===== src/rtl/icache_axi_rd_bridge.sv =====
// Refill read bridge: turns one I-cache read request at a time into a single
// AXI4 read burst and hands the R beats back to the cache as registered pulses.
module icache_axi_rd_bridge #(
   parameter logic [3:0] AXI_ID     = 4'd0,
   parameter int         LINE_BEATS = 2
) (
   input  logic        clk,
   input  logic        rst,
   input  logic        rd_req,
   input  logic [2:0]  rd_type,
   input  logic [31:0] rd_addr,
   output logic        rd_rdy,
   output logic        ret_valid,
   output logic        ret_last,
   output logic [63:0] ret_data,
   output logic        ret_err,
   output logic        arvalid,
   input  logic        arready,
   output logic [31:0] araddr,
   output logic [3:0]  arid,
   output logic [7:0]  arlen,
   output logic [2:0]  arsize,
   output logic [1:0]  arburst,
   input  logic        rvalid,
   output logic        rready,
   input  logic [63:0] rdata,
   input  logic [1:0]  rresp,
   input  logic        rlast
);

   localparam logic [1:0] IDLE = 2'd0;
   localparam logic [1:0] AR   = 2'd1;
   localparam logic [1:0] R    = 2'd2;

   localparam logic [7:0] LINE_LEN = 8'(LINE_BEATS - 1);

   logic [1:0] state;
   logic [7:0] beat_cnt;
   logic       err_flag;
   logic       beat_last;
   logic       beat_err;

   // Handshake: an AR transfer happens on a cycle with arvalid && arready, an
   // R transfer on rvalid && rready; rd_req is only taken while rd_rdy is high.
   assign rd_rdy  = (state == IDLE);
   assign arid    = AXI_ID;
   assign arburst = 2'b01;

   // The last beat is decided by our own count; a disagreeing rlast is an error.
   always_comb begin
      beat_last = (beat_cnt == arlen);
      beat_err  = err_flag | (rresp != 2'b00) | (rlast != beat_last);
   end

   always_ff @(posedge clk or negedge rst) begin
      if (!rst) begin
         state     <= IDLE;
         arvalid   <= 1'b0;
         rready    <= 1'b0;
         ret_valid <= 1'b0;
         ret_last  <= 1'b0;
         ret_err   <= 1'b0;
         ret_data  <= 64'd0;
         araddr    <= 32'd0;
         arlen     <= 8'd0;
         arsize    <= 3'd0;
         beat_cnt  <= 8'd0;
         err_flag  <= 1'b0;
      end else begin
         ret_valid <= 1'b0;
         ret_last  <= 1'b0;
         ret_err   <= 1'b0;
         case (state)
            IDLE: begin
               if (rd_req) begin
                  arvalid <= 1'b1;
                  state   <= AR;
                  if (rd_type == 3'b100) begin
                     araddr <= {rd_addr[31:4], 4'b0000};
                     arlen  <= LINE_LEN;
                     arsize <= 3'd3;
                  end else begin
                     araddr <= rd_addr;
                     arlen  <= 8'd0;
                     // Reserved encodings fall back to a dword access.
                     arsize <= rd_type[2] ? 3'd3 : {1'b0, rd_type[1:0]};
                  end
               end
            end
            AR: begin
               if (arready) begin
                  arvalid  <= 1'b0;
                  rready   <= 1'b1;
                  beat_cnt <= 8'd0;
                  err_flag <= 1'b0;
                  state    <= R;
               end
            end
            R: begin
               if (rvalid) begin
                  ret_valid <= 1'b1;
                  ret_data  <= rdata;
                  beat_cnt  <= beat_cnt + 8'd1;
                  err_flag  <= beat_err;
                  if (beat_last) begin
                     ret_last <= 1'b1;
                     ret_err  <= beat_err;
                     rready   <= 1'b0;
                     state    <= IDLE;
                  end
               end
            end
            default: state <= IDLE;
         endcase
      end
   end

endmodule


===== config.mk =====
export PLATFORM = sky130hd
export DESIGN_NAME = icache_axi_rd_bridge
export DESIGN_NICKNAME = d
export VERILOG_FILES = /design/src/rtl/icache_axi_rd_bridge.sv
export SDC_FILE = /design/constraint.sdc
export NUM_CORES = 1
export LEC_CHECK = 0
export ABC_AREA = 0
export BUFFER_PORTS_ARGS = -buffer_cell sky130_fd_sc_hd__buf_2
export CORE_UTILIZATION = 49
export CTS_BUF_LIST = sky130_fd_sc_hd__clkbuf_16
export DETAILED_ROUTE_END_ITERATION = 8
export PLACE_DENSITY_LB_ADDON = 0.25
export SLEW_MARGIN = 20
export SYNTH_ARGS = -nofsm -noshare
export SYNTH_HDL_FRONTEND = slang
export SYNTH_SLANG_ARGS = --single-unit

===== constraint.sdc =====
create_clock -name clk -period 2.3 [get_ports clk]
set_clock_uncertainty 0.2 [all_clocks]
set_input_delay 0.46 -clock clk [delete_from_list [all_inputs] [get_ports clk]]
set_output_delay 0.46 -clock clk [all_outputs]
set_load 0.005 [all_outputs]

# Word-level counts from Yosys, hierarchy flattened
# Cells that the tools add are included.
totals:
  reg_bits: 123
  input_bits: 107
  output_inout_bits: 119
  elab_cells: 63
classes:
  add_sub_neg: 1
  eq_ne: 9
  muxes: 29
  n_bitwise: 2
  reduce_logical: 10
ops:
  columns: ["op", "n"]
  rows:
  - ["2-to-1 mux 8 bit", 2]
  - ["one-hot mux 8 bit (2 select lines)", 1]
  - ["2-to-1 mux 1 bit", 15]
  - ["2-to-1 mux 2 bit", 6]
  - ["adder 8 x 1 -> 8 bit, second input constant", 1]
  - ["equality test 8 bit", 1]
  - ["!= test 2 bit, second input constant", 4]
  - ["AND reduction 4 bit", 2]
  - ["one-hot mux 1 bit (2 select lines)", 3]
  - ["one-hot mux 2 bit (3 select lines)", 1]
  - ["AND reduction 3 bit", 2]
  - ["nonzero test 2 bit", 3]
  - ["2-to-1 mux 4 bit", 1]
  - ["AND reduction 2 bit", 2]
  - ["equality test 3 bit, second input constant", 1]
  - ["equality test 2 x 1 -> 1 bit, second input constant", 1]
  - ["equality test 2 bit, second input constant", 1]
  - ["logical NOT 2 bit", 1]
  - ["bitwise OR 1 bit", 2]
  - ["!= test 1 bit", 1]

# Logic depth before layout (Yosys ltp)
logic_depth:
  ltp_word: 6
  ltp_mapped: 6
  mapped_depth_nobuf: 5

# Least setup slack after synthesis
# OpenSTA, ideal clock, no wires.
synth_path:
  kind: "register -> register"
  from: "register beat_cnt[1]"
  to: "register err_flag"
  setup_ns: 0.068
  arrival_ns: 1.204
  t_required_ns: 2.032
  slack_ns: 0.828
  stages_incl_launch_ff: 5
  path_buffers: 0
  period_less_slack_ns: 1.472
  path_cell_list: "dfrtp_1 > nor4_4 > nand3_2 > or3_1 > nand3_1"
synth_between:
  elab_chain_len: 5
synth_lines:
  columns: ["item", "line_no", "source"]
  rows:
  - ["from (decl)", "38", "logic [7:0] beat_cnt;"]
  - ["from (signal assigned)", "103", "beat_cnt <= beat_cnt + 8'd1;"]
  - ["equality test 8 bit", "51", "beat_last = (beat_cnt == arlen);"]
  - ["!= test 1 bit", "52", "beat_err = err_flag | (rresp != 2'b00) | (rlast != beat_last);"]
  - ["bitwise OR 1 bit", "52", null]
  - ["2-to-1 mux 1 bit", "100", "if (rvalid) begin"]
  - ["one-hot mux 1 bit (2 select lines)", "73", "case (state)"]
  - ["to (signal assigned)", "104", "err_flag <= beat_err;"]
  - ["to (decl)", "39", "logic err_flag;"]
# Every way passes these cells. The select of a mux whose other input is x is not followed.
# A chain may end at the register's enable or synchronous reset.

# Final worst setup path
layout_path:
  from: "register state[1]"
  to: "output rd_rdy"
layout_between:
  elab_chain_len: 1
layout_lines:
  columns: ["item", "line_no", "source"]
  rows:
  - ["from (decl)", "37", "logic [1:0] state;"]
  - ["from (signal assigned)", "57", "state <= IDLE;"]
  - ["from (signal assigned)", "77", "state <= AR;"]
  - ["from (signal assigned)", "96", "state <= R;"]
  - ["logical NOT 2 bit", "45", "assign rd_rdy = (state == IDLE);"]
  - ["to (decl)", "12", "output logic rd_rdy,"]
# Every way passes these cells.

==> flow_metrics.py <==
metrics = {
    "yosys": {
        "synth_edf_count": 0,
        "synth-seq-cells": 115,
        "yosysTopAreaCellShare_pct": 63.08,
        "synth_area_leaders": "dfrtp_1, nand2_1, buf_4",
        "ys_seq_area_share_pct": 63.08,
        "yosys.cell_types.count": 30,
        "avgSynthCellArea_um2": 9.179,
        "synth_ff_type": "dfrtp_1",
        "synthArstFlopShare_pct": 100.0,
        "yosysWarnings": 0,
        "netlist_area_mm2": 0.004562,
        "synth_top_cell_by_area": "dfrtp_1",
        "syn_inst": 497,
    },
    "detailed_routing": {
        "drc": 18,
        "wl_per_cell_um": 13.42,
        "ant_nets": 0,
        "dr_total_vias": 3948,
        "drt-pass1-iter-count": 6,
        "drt_iter0_drc": 156,
        "totalWireLength_mm": 11.19,
        "viasPerCell": 4.734,
    },
    "setup_path": {
        "arrival_ns": 1.23,
        "critPathRequiredTime_ns": 1.64,
        "crit_slowest_cell": "dfrtp_1",
        "cp-start-kind": "flop",
        "cp_max_fo": 5,
        "cp_num_buf_inv": 1,
        "cpPeakStageDelay_ns": 0.45,
        "crit_type": "reg -> out",
        "r2r_setup_slack_ns": 0.52,
        "crit_chain": "nor2_1 -> buf_2",
        "crit_family": "flip-flops",
        "end_kind": "primary output",
    },
    "finish": {
        "instances_no_fill": 834,
        "drive_gt1_share_pct": 35.40,
        "fin_util_pct": 70.93,
        "multiInputGateArea_mm2": 0.001500,
        "fin_nets": 821,
        "final_common_cell": "nand2_1",
        "antenna_cells": 0,
        "layout_common_cells": "nand2_1, buf_2, dfrtp_1",
        "syn_to_final_growth_pct": 37.58,
        "fill_cells": 682,
        "seq_area_mm2": 0.002878,
    },
    "cts": {
        "htree_levels": 4,
        "cts-resized-gates": 0,
        "clock-sinks": 115,
        "worstSkewPairLatency_ns": 0.39,
        "clock-root-buffer": "clkbuf_16",
        "cts.clk_slew.worst_paths_ns": 0.06,
        "clock_path_buffers": 2,
        "cts_buffers": 17,
        "cts_tree": "built",
    },
    "global_routing": {
        "grt_usage_pct": 24.76,
        "grt_max_degree": 57,
        "grt_pass1_vias": 3962,
        "grt_overflow_total": 0,
        "grt_pass1_wl_mm": 18.64,
        "antenna_found_initial": 0,
    },
    "sta": {
        "tns_ns": 0,
        "setup_viol": 0,
        "maxSlewViolCount": 0,
        "min_period_ns": 1.886,
        "hold_viol": 0,
        "final.period_utilization_pct": 81.99,
        "slew_headroom_pct": 63.14,
        "max_freq_mhz": 530.3,
        "rsz0062_at_grt": "no",
        "setup_ws_ns": 0.4141,
        "tightest_slew_ns": 0.5510,
    },
    "floorplan": {
        "core_mm2": 0.008848,
        "die-width_um": 98.49,
        "die_h_um": 98.49,
        "io_pins": 226,
        "dieArea_mm2": 0.009700,
        "num_rows": 34,
        "start_util_pct": 51.56,
    },
    "power": {
        "p_leak_uw": 0.003715,
        "ir_worst_vdd_mv": 0.6511,
        "p_per_area_mw_per_mm2": 1334,
    },
    "run": {
        "drv_cap": 0,
    },
    "status": {
        "status": "finished with violations",
        "violations": "DRC",
    },
    "placed_design": {
        "gp_congestion": 0.7777,
        "portBuffers": 211,
        "place_hpwl_mm": 8.081,
        "post-place-ws_ns": 0.4245,
        "dp.cells": 801,
    },
    "hold_path": {
        "min_path_type": "in -> reg",
    },
}
[worst min-delay path, stage by stage]
cell and delay (ns):
buf_2 0.07, nand2_1 0.04, nand2_1 0.04
[power by group]
group | internal, uW | switching (uW)
Clock | 1690 | 906
Sequential | 2890 | 470
Combinational | 1100 | 1320
[routing by layer]
layer / track usage (%) / up-vias / routed length [um]
met3: 9.504 / 18 / 1025
met2: 40.36 / 173 / 5448
met5: 0 / - / 0
met1: 29.71 / 1816 / 4491
li1: - / 1941 / -
met4: 10.10 / 0 / 224
[logic make-up (layout without fill, tap and decap cells)]
| logic type | count (synthesis) | after routing | synth area share, % |
|---|---|---|---|
| AO/OA/AOI/OAI | 14 | 14 | 2.167 |
| XOR/XNOR | 7 | 7 | 1.344 |
| adder cells (fa/ha/maj) | 1 | 1 | 0.2742 |
| buffers and inverters | 39 | 256 | 5.019 |
| flip-flops | 115 | 115 | 63.08 |
| other | 2 | 14 | 0.1646 |
| AND/OR/NAND/NOR | 319 | 319 | 27.95 |
[timing repair]
item                                   in CTS  in global routing
setup buffers                               0                  0
hold buffers                                1                  0
endpoints found under the hold margin      29                  0
[sequential cells by signal, indices dropped and copies added, names as in the netlist]
| name | cells |
|---|---|
| rready | 1 |
| arsize | 2 |
| arlen | 1 |
| state | 2 |
| beat_cnt | 8 |
| err_flag | 1 |
| ret_last | 1 |
| ret_valid | 1 |
| araddr | 32 |
| arvalid | 1 |
| ret_data | 64 |
| ret_err | 1 |
[layout make-up]
class                   count  share of cell area (%)
well taps                 108                   2.153
repair buffers            221                   18.50
flip-flops and latches    115                   45.85
inverters                   3                  0.1794
multi-input cells         355                   23.90
clock inverters            15                   2.632
clock buffers              17                   6.778
[final timing paths]
kind | start | to | depth (start not counted)
worst max-delay path | state[1] | rd_rdy | 2
worst min-delay path | rd_addr[10] | araddr[10] | 3
worst max register to register | state[1] | araddr[17] | 5
worst min register to register | ret_data[1] | ret_data[1] | 2
max in group asynchronous | rst | beat_cnt[4] | 3
min in group asynchronous | rst | araddr[25] | 2
[metrics by stage]
step	total power (uW)	area [um^2]	hold slack (ns)
6_report	8374	6276	0.04747
5_1_grt	8995	6276	0.03832
4_1_cts	8475	6276	0.02957
3_5_place_dp	5828	5675	0.2188
3_3_place_gp	5721	5675	0.2210
2_1_floorplan	4547	4607	-0.03559
[synth_stat cells (all sizes together), types with 2 or more instances]
cell type	n
a21oi	3
nor2	15
a22o	5
dfrtp	115
nor3	2
clkbuf	4
nand4	5
buf	32
xor2	6
conb	2
inv	3
nand2	286
nand3	4
o21ai	4
and3	2
No activity file was read; power rests on OpenSTA's default activity.
